`src/rtl/ysyx_22050133_axi_router_pkg.sv`:
```
// Shared encodings for the AXI router: response codes, target selects, FSM states.
package ysyx_22050133_axi_router_pkg;

  localparam logic [1:0] RESP_OKAY   = 2'b00;
  localparam logic [1:0] RESP_DECERR = 2'b11;

  typedef enum logic [1:0] {
    SEL_M0  = 2'd0,
    SEL_M1  = 2'd1,
    SEL_ERR = 2'd2
  } sel_e;

  typedef enum logic {
    R_IDLE = 1'b0,
    R_BUSY = 1'b1
  } rstate_e;

  typedef enum logic [1:0] {
    W_IDLE = 2'd0,
    W_DATA = 2'd1,
    W_RESP = 2'd2
  } wstate_e;

endpackage

```
`src/rtl/ysyx_22050133_addr_decode.sv`:
```
// Combinational address-to-target decoder; the device window takes priority over memory.
module ysyx_22050133_addr_decode
  import ysyx_22050133_axi_router_pkg::*;
#(
  parameter int                 ADDR_W   = 64,
  parameter logic [ADDR_W-1:0]  MEM_BASE = 64'h8000_0000,
  parameter logic [ADDR_W-1:0]  MEM_SIZE = 64'h0800_0000,
  parameter logic [ADDR_W-1:0]  DEV_BASE = 64'h0200_0000,
  parameter logic [ADDR_W-1:0]  DEV_SIZE = 64'h0001_0000
) (
  input  logic [ADDR_W-1:0] i_addr,
  output sel_e              o_sel
);

  logic [ADDR_W-1:0] w_off_mem;
  logic [ADDR_W-1:0] w_off_dev;
  logic              w_hit_mem;
  logic              w_hit_dev;

  // Offset-then-compare keeps windows near the top of the address space from wrapping.
  assign w_off_mem = i_addr - MEM_BASE;
  assign w_off_dev = i_addr - DEV_BASE;
  assign w_hit_mem = (i_addr >= MEM_BASE) && (w_off_mem < MEM_SIZE);
  assign w_hit_dev = (i_addr >= DEV_BASE) && (w_off_dev < DEV_SIZE);

  always_comb begin
    if (w_hit_dev)      o_sel = SEL_M1;
    else if (w_hit_mem) o_sel = SEL_M0;
    else                o_sel = SEL_ERR;
  end

endmodule

```
`src/rtl/ysyx_22050133_axi_router.sv`:
```
// 1-to-2 AXI router (m0 = memory, m1 = device) with internal DECERR responder.
// Read and write paths each hold one outstanding transaction, routed at the address handshake.
module ysyx_22050133_axi_router
  import ysyx_22050133_axi_router_pkg::*;
#(
  parameter int                         AXI_DATA_WIDTH = 64,
  parameter int                         AXI_ADDR_WIDTH = 64,
  parameter logic [AXI_ADDR_WIDTH-1:0]  MEM_BASE       = 64'h8000_0000,
  parameter logic [AXI_ADDR_WIDTH-1:0]  MEM_SIZE       = 64'h0800_0000,
  parameter logic [AXI_ADDR_WIDTH-1:0]  DEV_BASE       = 64'h0200_0000,
  parameter logic [AXI_ADDR_WIDTH-1:0]  DEV_SIZE       = 64'h0001_0000
) (
  input  logic                          clk,
  input  logic                          rst,

  input  logic                          s_axi_aw_valid_i,
  output logic                          s_axi_aw_ready_o,
  input  logic [AXI_ADDR_WIDTH-1:0]     s_axi_aw_addr_i,
  input  logic                          s_axi_w_valid_i,
  output logic                          s_axi_w_ready_o,
  input  logic [AXI_DATA_WIDTH-1:0]     s_axi_w_data_i,
  input  logic [AXI_DATA_WIDTH/8-1:0]   s_axi_w_strb_i,
  input  logic                          s_axi_b_ready_i,
  output logic                          s_axi_b_valid_o,
  output logic [1:0]                    s_axi_b_resp_o,
  input  logic                          s_axi_ar_valid_i,
  output logic                          s_axi_ar_ready_o,
  input  logic [AXI_ADDR_WIDTH-1:0]     s_axi_ar_addr_i,
  input  logic                          s_axi_r_ready_i,
  output logic                          s_axi_r_valid_o,
  output logic [1:0]                    s_axi_r_resp_o,
  output logic [AXI_DATA_WIDTH-1:0]     s_axi_r_data_o,

  input  logic                          m0_axi_aw_ready_i,
  output logic                          m0_axi_aw_valid_o,
  output logic [AXI_ADDR_WIDTH-1:0]     m0_axi_aw_addr_o,
  input  logic                          m0_axi_w_ready_i,
  output logic                          m0_axi_w_valid_o,
  output logic [AXI_DATA_WIDTH-1:0]     m0_axi_w_data_o,
  output logic [AXI_DATA_WIDTH/8-1:0]   m0_axi_w_strb_o,
  output logic                          m0_axi_b_ready_o,
  input  logic                          m0_axi_b_valid_i,
  input  logic [1:0]                    m0_axi_b_resp_i,
  input  logic                          m0_axi_ar_ready_i,
  output logic                          m0_axi_ar_valid_o,
  output logic [AXI_ADDR_WIDTH-1:0]     m0_axi_ar_addr_o,
  output logic                          m0_axi_r_ready_o,
  input  logic                          m0_axi_r_valid_i,
  input  logic [1:0]                    m0_axi_r_resp_i,
  input  logic [AXI_DATA_WIDTH-1:0]     m0_axi_r_data_i,

  input  logic                          m1_axi_aw_ready_i,
  output logic                          m1_axi_aw_valid_o,
  output logic [AXI_ADDR_WIDTH-1:0]     m1_axi_aw_addr_o,
  input  logic                          m1_axi_w_ready_i,
  output logic                          m1_axi_w_valid_o,
  output logic [AXI_DATA_WIDTH-1:0]     m1_axi_w_data_o,
  output logic [AXI_DATA_WIDTH/8-1:0]   m1_axi_w_strb_o,
  output logic                          m1_axi_b_ready_o,
  input  logic                          m1_axi_b_valid_i,
  input  logic [1:0]                    m1_axi_b_resp_i,
  input  logic                          m1_axi_ar_ready_i,
  output logic                          m1_axi_ar_valid_o,
  output logic [AXI_ADDR_WIDTH-1:0]     m1_axi_ar_addr_o,
  output logic                          m1_axi_r_ready_o,
  input  logic                          m1_axi_r_valid_i,
  input  logic [1:0]                    m1_axi_r_resp_i,
  input  logic [AXI_DATA_WIDTH-1:0]     m1_axi_r_data_i
);

  rstate_e r_rstate;
  sel_e    r_rsel;
  wstate_e r_wstate;
  sel_e    r_wsel;
  sel_e    w_ar_sel;
  sel_e    w_aw_sel;

  ysyx_22050133_addr_decode #(
    .ADDR_W   (AXI_ADDR_WIDTH),
    .MEM_BASE (MEM_BASE),
    .MEM_SIZE (MEM_SIZE),
    .DEV_BASE (DEV_BASE),
    .DEV_SIZE (DEV_SIZE)
  ) u_ar_decode (
    .i_addr (s_axi_ar_addr_i),
    .o_sel  (w_ar_sel)
  );

  ysyx_22050133_addr_decode #(
    .ADDR_W   (AXI_ADDR_WIDTH),
    .MEM_BASE (MEM_BASE),
    .MEM_SIZE (MEM_SIZE),
    .DEV_BASE (DEV_BASE),
    .DEV_SIZE (DEV_SIZE)
  ) u_aw_decode (
    .i_addr (s_axi_aw_addr_i),
    .o_sel  (w_aw_sel)
  );

  always_ff @(posedge clk or posedge rst) begin
    if (rst) begin
      r_rstate <= R_IDLE;
      r_rsel   <= SEL_M0;
    end else begin
      case (r_rstate)
        R_IDLE: if (s_axi_ar_valid_i && s_axi_ar_ready_o) begin
          r_rsel   <= w_ar_sel;
          r_rstate <= R_BUSY;
        end
        R_BUSY: if (s_axi_r_valid_o && s_axi_r_ready_i) r_rstate <= R_IDLE;
        default: r_rstate <= R_IDLE;
      endcase
    end
  end

  always_ff @(posedge clk or posedge rst) begin
    if (rst) begin
      r_wstate <= W_IDLE;
      r_wsel   <= SEL_M0;
    end else begin
      case (r_wstate)
        W_IDLE: if (s_axi_aw_valid_i && s_axi_aw_ready_o) begin
          r_wsel   <= w_aw_sel;
          r_wstate <= W_DATA;
        end
        W_DATA: if (s_axi_w_valid_i && s_axi_w_ready_o) r_wstate <= W_RESP;
        W_RESP: if (s_axi_b_valid_o && s_axi_b_ready_i) r_wstate <= W_IDLE;
        default: r_wstate <= W_IDLE;
      endcase
    end
  end

  // Read path: pure combinational steering; everything is forced low while in reset.
  always_comb begin
    s_axi_ar_ready_o  = 1'b0;
    m0_axi_ar_valid_o = 1'b0;
    m1_axi_ar_valid_o = 1'b0;
    m0_axi_ar_addr_o  = '0;
    m1_axi_ar_addr_o  = '0;
    s_axi_r_valid_o   = 1'b0;
    s_axi_r_resp_o    = RESP_OKAY;
    s_axi_r_data_o    = '0;
    m0_axi_r_ready_o  = 1'b0;
    m1_axi_r_ready_o  = 1'b0;
    if (!rst) begin
      m0_axi_ar_addr_o = s_axi_ar_addr_i;
      m1_axi_ar_addr_o = s_axi_ar_addr_i;
      case (r_rstate)
        R_IDLE: begin
          case (w_ar_sel)
            SEL_M0: begin
              m0_axi_ar_valid_o = s_axi_ar_valid_i;
              s_axi_ar_ready_o  = m0_axi_ar_ready_i;
            end
            SEL_M1: begin
              m1_axi_ar_valid_o = s_axi_ar_valid_i;
              s_axi_ar_ready_o  = m1_axi_ar_ready_i;
            end
            SEL_ERR: s_axi_ar_ready_o = 1'b1;
            default: ;
          endcase
        end
        R_BUSY: begin
          case (r_rsel)
            SEL_M0: begin
              s_axi_r_valid_o  = m0_axi_r_valid_i;
              s_axi_r_resp_o   = m0_axi_r_resp_i;
              s_axi_r_data_o   = m0_axi_r_data_i;
              m0_axi_r_ready_o = s_axi_r_ready_i;
            end
            SEL_M1: begin
              s_axi_r_valid_o  = m1_axi_r_valid_i;
              s_axi_r_resp_o   = m1_axi_r_resp_i;
              s_axi_r_data_o   = m1_axi_r_data_i;
              m1_axi_r_ready_o = s_axi_r_ready_i;
            end
            SEL_ERR: begin
              s_axi_r_valid_o = 1'b1;
              s_axi_r_resp_o  = RESP_DECERR;
            end
            default: ;
          endcase
        end
        default: ;
      endcase
    end
  end

  always_comb begin
    s_axi_aw_ready_o  = 1'b0;
    m0_axi_aw_valid_o = 1'b0;
    m1_axi_aw_valid_o = 1'b0;
    m0_axi_aw_addr_o  = '0;
    m1_axi_aw_addr_o  = '0;
    s_axi_w_ready_o   = 1'b0;
    m0_axi_w_valid_o  = 1'b0;
    m1_axi_w_valid_o  = 1'b0;
    m0_axi_w_data_o   = '0;
    m1_axi_w_data_o   = '0;
    m0_axi_w_strb_o   = '0;
    m1_axi_w_strb_o   = '0;
    s_axi_b_valid_o   = 1'b0;
    s_axi_b_resp_o    = RESP_OKAY;
    m0_axi_b_ready_o  = 1'b0;
    m1_axi_b_ready_o  = 1'b0;
    if (!rst) begin
      m0_axi_aw_addr_o = s_axi_aw_addr_i;
      m1_axi_aw_addr_o = s_axi_aw_addr_i;
      case (r_wstate)
        W_IDLE: begin
          case (w_aw_sel)
            SEL_M0: begin
              m0_axi_aw_valid_o = s_axi_aw_valid_i;
              s_axi_aw_ready_o  = m0_axi_aw_ready_i;
            end
            SEL_M1: begin
              m1_axi_aw_valid_o = s_axi_aw_valid_i;
              s_axi_aw_ready_o  = m1_axi_aw_ready_i;
            end
            SEL_ERR: s_axi_aw_ready_o = 1'b1;
            default: ;
          endcase
        end
        W_DATA: begin
          case (r_wsel)
            SEL_M0: begin
              m0_axi_w_valid_o = s_axi_w_valid_i;
              m0_axi_w_data_o  = s_axi_w_data_i;
              m0_axi_w_strb_o  = s_axi_w_strb_i;
              s_axi_w_ready_o  = m0_axi_w_ready_i;
            end
            SEL_M1: begin
              m1_axi_w_valid_o = s_axi_w_valid_i;
              m1_axi_w_data_o  = s_axi_w_data_i;
              m1_axi_w_strb_o  = s_axi_w_strb_i;
              s_axi_w_ready_o  = m1_axi_w_ready_i;
            end
            SEL_ERR: s_axi_w_ready_o = 1'b1;
            default: ;
          endcase
        end
        W_RESP: begin
          case (r_wsel)
            SEL_M0: begin
              s_axi_b_valid_o  = m0_axi_b_valid_i;
              s_axi_b_resp_o   = m0_axi_b_resp_i;
              m0_axi_b_ready_o = s_axi_b_ready_i;
            end
            SEL_M1: begin
              s_axi_b_valid_o  = m1_axi_b_valid_i;
              s_axi_b_resp_o   = m1_axi_b_resp_i;
              m1_axi_b_ready_o = s_axi_b_ready_i;
            end
            SEL_ERR: begin
              s_axi_b_valid_o = 1'b1;
              s_axi_b_resp_o  = RESP_DECERR;
            end
            default: ;
          endcase
        end
        default: ;
      endcase
    end
  end

endmodule

```
`config.mk`:
```
export PLATFORM = sky130hd
export DESIGN_NAME = ysyx_22050133_axi_router
export DESIGN_NICKNAME = d
export VERILOG_FILES = /design/src/rtl/ysyx_22050133_axi_router_pkg.sv /design/src/rtl/ysyx_22050133_addr_decode.sv /design/src/rtl/ysyx_22050133_axi_router.sv
export SDC_FILE = /design/constraint.sdc
export NUM_CORES = 1
export LEC_CHECK = 0
export BUFFER_PORTS_ARGS = -buffer_cell sky130_fd_sc_hd__buf_2
export CAP_MARGIN = 40
export CORE_AREA = 2 2 329 331
export DETAILED_ROUTE_END_ITERATION = 8
export DIE_AREA = 0 0 331 333
export GPL_TIMING_DRIVEN = 0
export PLACE_DENSITY_LB_ADDON = 0.3
export SYNTH_ARGS = -nofsm -noshare
export SYNTH_HDL_FRONTEND = slang
export SYNTH_HIERARCHICAL = 1
export SYNTH_SLANG_ARGS = --single-unit
```
`constraint.sdc`:
```
create_clock -name clk -period 3.85 [get_ports clk]
set_input_delay 0.5775 -clock clk [delete_from_list [all_inputs] [get_ports clk]]
set_output_delay 0.5775 -clock clk [all_outputs]
set_load 0.01 [all_outputs]
```
== Yosys cells after proc, flatten, opt, wreduce, memory -nomap -nowiden ==
Cells that the tools add are included.
Widths: inputs -> output; s select.
Cells by class
  bitwise logic cells: 1
  equality and inequality tests: 13
  $lt $le $gt $ge: 8
  muxes and demuxes: 79
  add/subtract/negate cells: 4
  reductions and logical operators: 17
Operators by type and width (number)
  $mux 64: 10
  $ge 64x26->1 const B: 2
  $ge 64x32->1 const B: 2
  $lt 64x17->1 const B: 2
  $lt 64x28->1 const B: 2
  $pmux 64 s2: 1
  $sub 64x26->64 const B: 2
  $sub 64x32->64 const B: 2
  $mux 8: 6
  $mux 1: 42
  $mux 2: 11
  $pmux 2 s3: 3
  $pmux 1 s3: 5
  $eq 2x1->1 const B: 5
  $eq 2x2->1 const B: 5
  $logic_not 2->1: 5
  $logic_and 1x1->1: 9
  $ne 2x2->1 const B: 3
  $reduce_and 2->1: 2
  $reduce_and 3->1: 1
  $pmux 1 s2: 1
  $not 1->1: 1
Storage, ports and cells
  output and inout port bits: 483
  flip-flop bits (word level): 7
  input port bits: 353
  logic and storage cells: 126

== Logic depth before layout (Yosys ltp) ==
Gate-level depths: netlist (run 1).
  depth after elaboration: 12
  depth in mapped cells: 12
  gate-level depth less buffers: 12

== Hierarchy ==
Netlist (run 1), hierarchy kept.
By module, submodules not included
  ysyx_22050133_axi_router: instances 1, cells each 647, area an instance 4406.7 sq um
  ysyx_22050133_addr_decode: instances 2, cells each 142, area an instance 1012.2 sq um

== Worst setup path before layout (run 1) ==
No wires, ideal clock.
  path kind: input-to-output
  start: input s_axi_ar_addr_i[31]
  end: output s_axi_ar_ready_o
  path slack: -0.267 ns
  required time: 3.273 ns
  stages on the path: 11
  arrival time: 3.539 ns
  buffers on the path: 0
  cell sequence: inv_1 -> ha_1 -> nor2b_1 -> nand4_1 -> nor4_1 -> xnor2_1 -> or4b_4 -> nor4_4 -> a41oi_2 -> nand2b_1 -> a2111oi_0
Between the ends
  elaborated cells on any way between the ends: 16
RTL lines
  start, declared: RTL line ysyx_22050133_axi_router.sv:28  | input logic [AXI_ADDR_WIDTH-1:0] s_axi_ar_addr_i,
  $sub 64x26->64: RTL line ysyx_22050133_addr_decode.sv:22  | assign w_off_dev = i_addr - DEV_BASE;
  $lt 64x17->1: RTL line ysyx_22050133_addr_decode.sv:24  | assign w_hit_dev = (i_addr >= DEV_BASE) && (w_off_dev < DEV_SIZE);
  $logic_and 1x1->1 *: RTL line ysyx_22050133_addr_decode.sv:24
  via u_ar_decode.w_hit_dev: RTL line ysyx_22050133_addr_decode.sv:18  | logic w_hit_dev;
  $mux 2 *: RTL line ysyx_22050133_addr_decode.sv:27  | if (w_hit_dev) o_sel = SEL_M1;
  via w_ar_sel[1]: RTL line ysyx_22050133_axi_router.sv:75  | sel_e w_ar_sel;
  $eq 2x2->1, or another cell as far along: RTL line ysyx_22050133_axi_router.sv:150  | case (w_ar_sel)
  $pmux 1 s3 *: RTL line ysyx_22050133_axi_router.sv:150
  $mux 1 *: RTL line ysyx_22050133_axi_router.sv:148  | case (r_rstate)
  $mux 1 *: RTL line ysyx_22050133_axi_router.sv:145  | if (!rst) begin
  end, declared: RTL line ysyx_22050133_axi_router.sv:27  | output logic s_axi_ar_ready_o,
Mark *: on every way through the listed nets, which the timed path passes. The rest lies on a longest branch.

== Worst setup path in the final report (run 1) ==
  start: input s_axi_ar_addr_i[53]
  end: output s_axi_ar_ready_o
Same word-level chain as after synthesis.

==> reports/results.ini, run 1 <==
[outcome]
run_status=finished with violations
violations=negative setup slack

[routing]
antenna_left=0
wl_microns=68800
drtPass1Iterations=5
drt_iter0_markers=670
wire_per_inst_microns=21.2
drcViolationCount=0
vias_per_cell=3.23
detailroute.via_count=10500

[sta]
rsz0062_at_grt=true
slew_headroom=0.357
fin_tns_setup_ps=-630
max_freq_ghz=0.247
worst_pin_slew_ps=964
finalSetupViolCount=5
final.setup.worst_slack_ps=-202
finalCritPeriodShare=1.05
hold_viol_final=0
final.setup_skew_ps=0.305
slew_violations=0
fin_crit_ps=4050

[grt]
grt_pass1_vias=9979
grt_first_pass_wirelength_microns=86800
track_usage=0.116
overflow=0
antenna_found_initial=45
grt_max_degree=11

[synth]
ys_seq_area_frac=0.0272
synth_top_area_share=0.153
avgSynthCellArea_sq_um=6.91
synthesis.area_sq_mm=0.00643
synth_nets=1288
syn_inst=931
yosys.cell_count.top_type=and2_1
synth_seq_cells=7
synth-edff-count=0
synth_flop_cell=dfrtp_1
yosysWarnings=6
yosys.area.top_type=buf_4
synth_area_leaders=buf_4 (15%), and2_1 (15%), nor2b_1 (13%)
async_flop_share=1.00
netlist_top_cells_count=and2_1 (150), nor2b_1 (134), buf_4 (131)
yosysUniqueCellTypes=66

[layout]
design_area_sq_mm=0.0134
drive_gt1_frac=0.621
instances_no_fill=3246
final_util=0.126
synthToLayoutAreaGrowth_pct=109
fin_nets=2178

[placement]
place.gp.congestion=0.900
pre_cts_slack_ps=-1200
dp_hpwl_microns=62700
placed_area_sq_mm=0.0124
io_buffers=835
numPlacedInstances=3174

[floorplan]
io_pins=836
std_cell_rows=120
die_w_microns=331
core_sq_mm=0.107
start_util=0.0603
die-area_sq_mm=0.110
die_h_microns=333

[critical_path]
rrSetupSlack_ps=2130
crit_required_ps=3270
cp_max_fo=5
arrival_ps=3470
critPathKind=in -> out
endpoint_kind=output port
cp-start-kind=input pin

[power]
cellLeakagePower_nw=6.73
power_density_mw_per_mm2=103
ir_drop_v=0.0000837

[flow_run]
cap_violations=0

[clock_tree]
cts_tree=done
cts_made_buffers=3
clkTransAtPathRegs_ps=40
cts_sinks=7
root_buffer=clkbuf_16
htreeDepth=1
clkLatencyLatePin_ps=250
clockBufferDepth=2

[hold_path]
hold_path.class=reg -> reg

==> registers in the layout, indices dropped and copies added (netlist names) <==
signal	flops
r_rsel	2
r_wstate	2
r_wsel	2
r_rstate	1
==> power by group <==
| group | internal, W | total [W] | switching (W) |
|---|---|---|---|
| Sequential | 0.0000856 | 0.000103 | 0.0000172 |
| Clock | 0.000139 | 0.000200 | 0.0000604 |
| Combinational | 0.000471 | 0.00109 | 0.000615 |
==> timing repair <==
action                     CTS  global route
resized for setup           97            24
pin swaps                   33             6
buffers inserted            40             6
hold endpoints to repair     0             0
hold buffers                 0             0
gates cloned                 0             0
setup endpoints to repair   16             6
==> path summary, 6_finish.rpt <==
kind	start	to	cells after the start
worst max-delay path	s_axi_ar_addr_i[53]	s_axi_ar_ready_o	11
worst min-delay path	r_wstate[1]	r_wstate[1]	2
worst max register to register	r_rstate	r_rsel[0]	3
worst min register to register	r_wstate[1]	r_wstate[1]	2
max in group asynchronous	rst	r_rsel[0]	3
min in group asynchronous	rst	r_wsel[1]	3
==> layout by cell type, fill, tap and decap left out, types with 6 or more instances in the layout <==
master      n
nor2_1     87
nand2b_1   13
clkbuf_2   10
buf_6      18
nor2b_1   132
nor3_1     19
diode_2    23
nand3_1     8
nor4_1     25
buf_2     825
buf_1       6
o21ai_0     6
dfrtp_1     7
xor2_1     12
a211oi_1    9
or3_1      10
xnor2_1     8
clkbuf_1   25
nand4b_1    6
inv_1      11
and2_1    150
mux2i_1    66
nand2_1    12
nand3b_1    8
nor4_4     15
nand4_1    14
buf_4     177
==> layout make-up <==
type | instances | area (sq um)
fillers | 12500 | 93200
multi-input cells | 727 | 5360
repair buffers | 886 | 4710
plain buffers | 181 | 1230
well taps | 1403 | 1760
inverters | 15 | 63.8
flip-flops and latches | 7 | 175
clock buffers | 4 | 78.8
diodes | 23 | 57.6
==> logic make-up (layout without fill, tap and decap cells) <==
group / after synthesis / in the layout / synth area share
other cells: 0 / 23 / 0
xor+xnor: 20 / 20 / 0.0272
mux: 70 / 70 / 0.110
simple gates: 559 / 559 / 0.539
fa+ha+maj: 4 / 4 / 0.00778
compound gates: 74 / 74 / 0.0901
buf+inv: 197 / 1086 / 0.199
flops: 7 / 7 / 0.0272
==> routing by layer <==
layer  track usage  vias to the layer above  share of wire
met1         0.146                     4844           0.42
met4        0.0267                       10          0.026
met5        0.0186                        -         0.0048
li1              -                     4874              -
met3        0.0309                       94          0.084
met2         0.194                      677           0.46
==> critical path, cell delays in order <==
cell and delay (ps):
buf_2 160, or3_1 430, nor4b_1 640, nand4_1 170, o22a_1 250, nor4_4 340
buf_4 190, buf_12 120, nor3_4 50, a2111oi_4 320, buf_2 200
==> per-stage QoR <==
step | power, W | hold slack, ps
5_1_grt | 0.00151 | 641
3_5_place_dp | 0.00116 | 621
4_1_cts | 0.00142 | 627
3_3_place_gp | 0.00115 | 621
6_report | 0.00139 | 618
2_1_floorplan | 0.000527 | 563
Power figures use the tool's default switching activity.
==> run 2, diff against run 1 <==
--- a/config.mk
+++ b/config.mk
@@ -12,6 +12,7 @@
 export DIE_AREA = 0 0 331 333
 export GPL_TIMING_DRIVEN = 0
 export PLACE_DENSITY_LB_ADDON = 0.3
+export SKIP_LAST_GASP = 1
 export SYNTH_ARGS = -nofsm -noshare
 export SYNTH_HDL_FRONTEND = slang
 export SYNTH_HIERARCHICAL = 1
==> run 2 against run 1 <==
  * Flip-flop and latch count is the same
  * Wire length about the same
  * Non-clock buffer count stayed put
  * Register-to-register slack barely moved
  * Critical path depth unchanged
  * Critical endpoint unchanged
  * The run still ends with negative setup slack left
  * Final cell count hardly changed
  * Fmax is essentially flat
  * Via count rose by 0.37%
  * Combinational power about the same
  * Largest power group unchanged
  * Utilization barely moved
  * Global-route usage did not move
==> reports/results.ini, run 2 (synthesis gave the netlist of run 1 again) <==
[power]
seqPwrFrac=0.074
power_density_mw_per_mm2=103
p_switching_w=0.000693
p_clk_frac=0.144
cellLeakagePower_nw=6.71
ir_drop_v=0.0000837
switching_share=0.500
intPower_w=0.000692
p_comb_frac=0.781

[critical_path]
endpoint_kind=output port
cp-start-kind=input pin
cp_max_fo=5
arrival_ps=3470
crit_required_ps=3270
r2r_end=r_rsel[0]
r2r-start=r_rstate
critPathKind=in -> out
reg2reg_depth=3
rrSetupSlack_ps=2130

[sta]
finalSetupViolCount=5
final.setup.worst_slack_ps=-199
rsz0062_at_grt=true
fin_tns_setup_ps=-651
fin_crit_ps=4050
max_freq_ghz=0.247
slew_violations=0
worst_pin_slew_ps=960
finalCritPeriodShare=1.05
hold_ws_ps=618
final.setup_skew_ps=0.305
hold_viol_final=0
slew_headroom=0.360

[layout]
regArea_sq_um=175
fillers=12500
final_common_cell=buf_2
drive_gt1_frac=0.620
multi_input_area_sq_mm=0.00536
synthToLayoutAreaGrowth_pct=108
reg_top3=r_rsel x2, r_wsel x2, r_wstate x2
layout_common_cells=buf_2 (825), buf_4 (180), and2_1 (150), nor2b_1 (132), nor2_1 (87)
fin_nets=2178

[routing]
routed-wl-met3_microns=5870
highest_layer=met5
m1WireLength_microns=29100
drtPass1Iterations=5
drt_iter0_markers=655
detailroute.via_count=10500
wl_met2_microns=31600
wl_microns=68800
drcViolationCount=0
vias_per_cell=3.25
antenna_left=0
wire_per_inst_microns=21.2

[grt]
overflow=0
track_usage=0.116
grt_max_degree=11
grt_pass1_vias=9979
antenna_found_initial=45
grt_first_pass_wirelength_microns=86800

[placement]
dp_hpwl_microns=62700
io_buffers=835
place.gp.congestion=0.900

[floorplan]
io_pins=836
die_h_microns=333
std_cell_rows=120
die_w_microns=331
die-area_sq_mm=0.110
start_util=0.0603
core_sq_mm=0.107

[hold_path]
min_to=r_wstate[1]
hold_path.class=reg -> reg
whs_path_depth=2
min_from=r_wstate[1]

[clock_tree]
clkLatencyLatePin_ps=250
cts_sinks=7
cts_made_buffers=3
cts_tree=done
htreeDepth=1
root_buffer=clkbuf_16
clkTransAtPathRegs_ps=40
clockBufferDepth=2

[flow_run]
cap_violations=0

[outcome]
violations=negative setup slack
run_status=finished with violations

-- run 2: changes by cell type in the layout (fill, tap and decap cells not counted) --
cell / previous run / this run
a21oi_2: 4 / 3
diode_2: 23 / 22
buf_4: 177 / 180
a21oi_1: 5 / 6
o21bai_1: 3 / 4
o21bai_2: 1 / 0
buf_12: 3 / 2
buf_6: 18 / 16
-- run 2: timing repair --
| action | 4_1_cts | 5_1_grt |
|---|---|---|
| setup endpoints to repair | 16 | 6 |
| hold endpoints to repair | 0 | 0 |
| resized for setup | 97 | 17 |
| setup buffers | 40 | 6 |
| cloned | 0 | 0 |
| pin swaps | 33 | 6 |
| hold buffers | 0 | 0 |
-- run 2: worst max-delay path, cell delays in order --
cell and delay, ps:
buf_2 160, or3_1 430, nor4b_1 640, nand4_1 170, o22a_1 250, nor4_4 340
buf_4 190, buf_12 120, nor3_4 50, a2111oi_4 320, buf_2 200
-- run 2: metal layers --
layer,global-route usage,vias to the layer above
met5,0.0186,-
met4,0.0267,10
met3,0.0309,100
met2,0.194,695
met1,0.146,4859
li1,-,4874
-- run 2: cell type report --
cell class                 count  share of cell area
antenna                       22             0.00411
buffer                       181              0.0918
clock buffer                   4             0.00588
inverter                      15             0.00476
multi-input combinational    727               0.399
sequential                     7              0.0131
tap                         1403               0.131
timing repair buffer         886               0.350
-- run 2: per-stage QoR --
| step | instance area (sq um) | util | cells | worst slack (ps) | power [W] |
|---|---|---|---|---|---|
| finish | 13400 | 0.126 | 3245 | -199 | 0.00138 |
| global route | 13400 | 0.126 | 3239 | -336 | 0.00150 |
| CTS | 13300 | 0.124 | 3218 | -185 | 0.00142 |
| detailed placement | 12400 | 0.117 | 3174 | -1200 | 0.00116 |
| global placement | 12400 | 0.116 | 3169 | -1200 | 0.00115 |
| floorplan | 6460 | - | 931 | 33.4 | 0.000527 |
-- run 2: worst max-delay path by stage --
stage                                   start          endpoint  cells past startpoint
after floorplan           s_axi_ar_addr_i[31]  s_axi_ar_ready_o                     11
after global placement    s_axi_ar_addr_i[31]  s_axi_ar_ready_o                     13
after detailed placement  s_axi_ar_addr_i[31]  s_axi_ar_ready_o                     13
after CTS                 s_axi_ar_addr_i[30]  s_axi_ar_ready_o                     13
after global routing      s_axi_ar_addr_i[37]  s_axi_ar_ready_o                     13
final                     s_axi_ar_addr_i[53]  s_axi_ar_ready_o                     11
-- run 2: power by group through the flow --
stage / Combinational (W) / Clock [W] / Sequential [W]
after CTS: 0.00110 / 0.000220 / 0.000103
after floorplan: 0.000427 / 0 / 0.0000994
after global placement: 0.00105 / 0 / 0.000104
after detailed placement: 0.00105 / 0 / 0.000104
after global routing: 0.00117 / 0.000225 / 0.000104
final: 0.00108 / 0.000200 / 0.000103
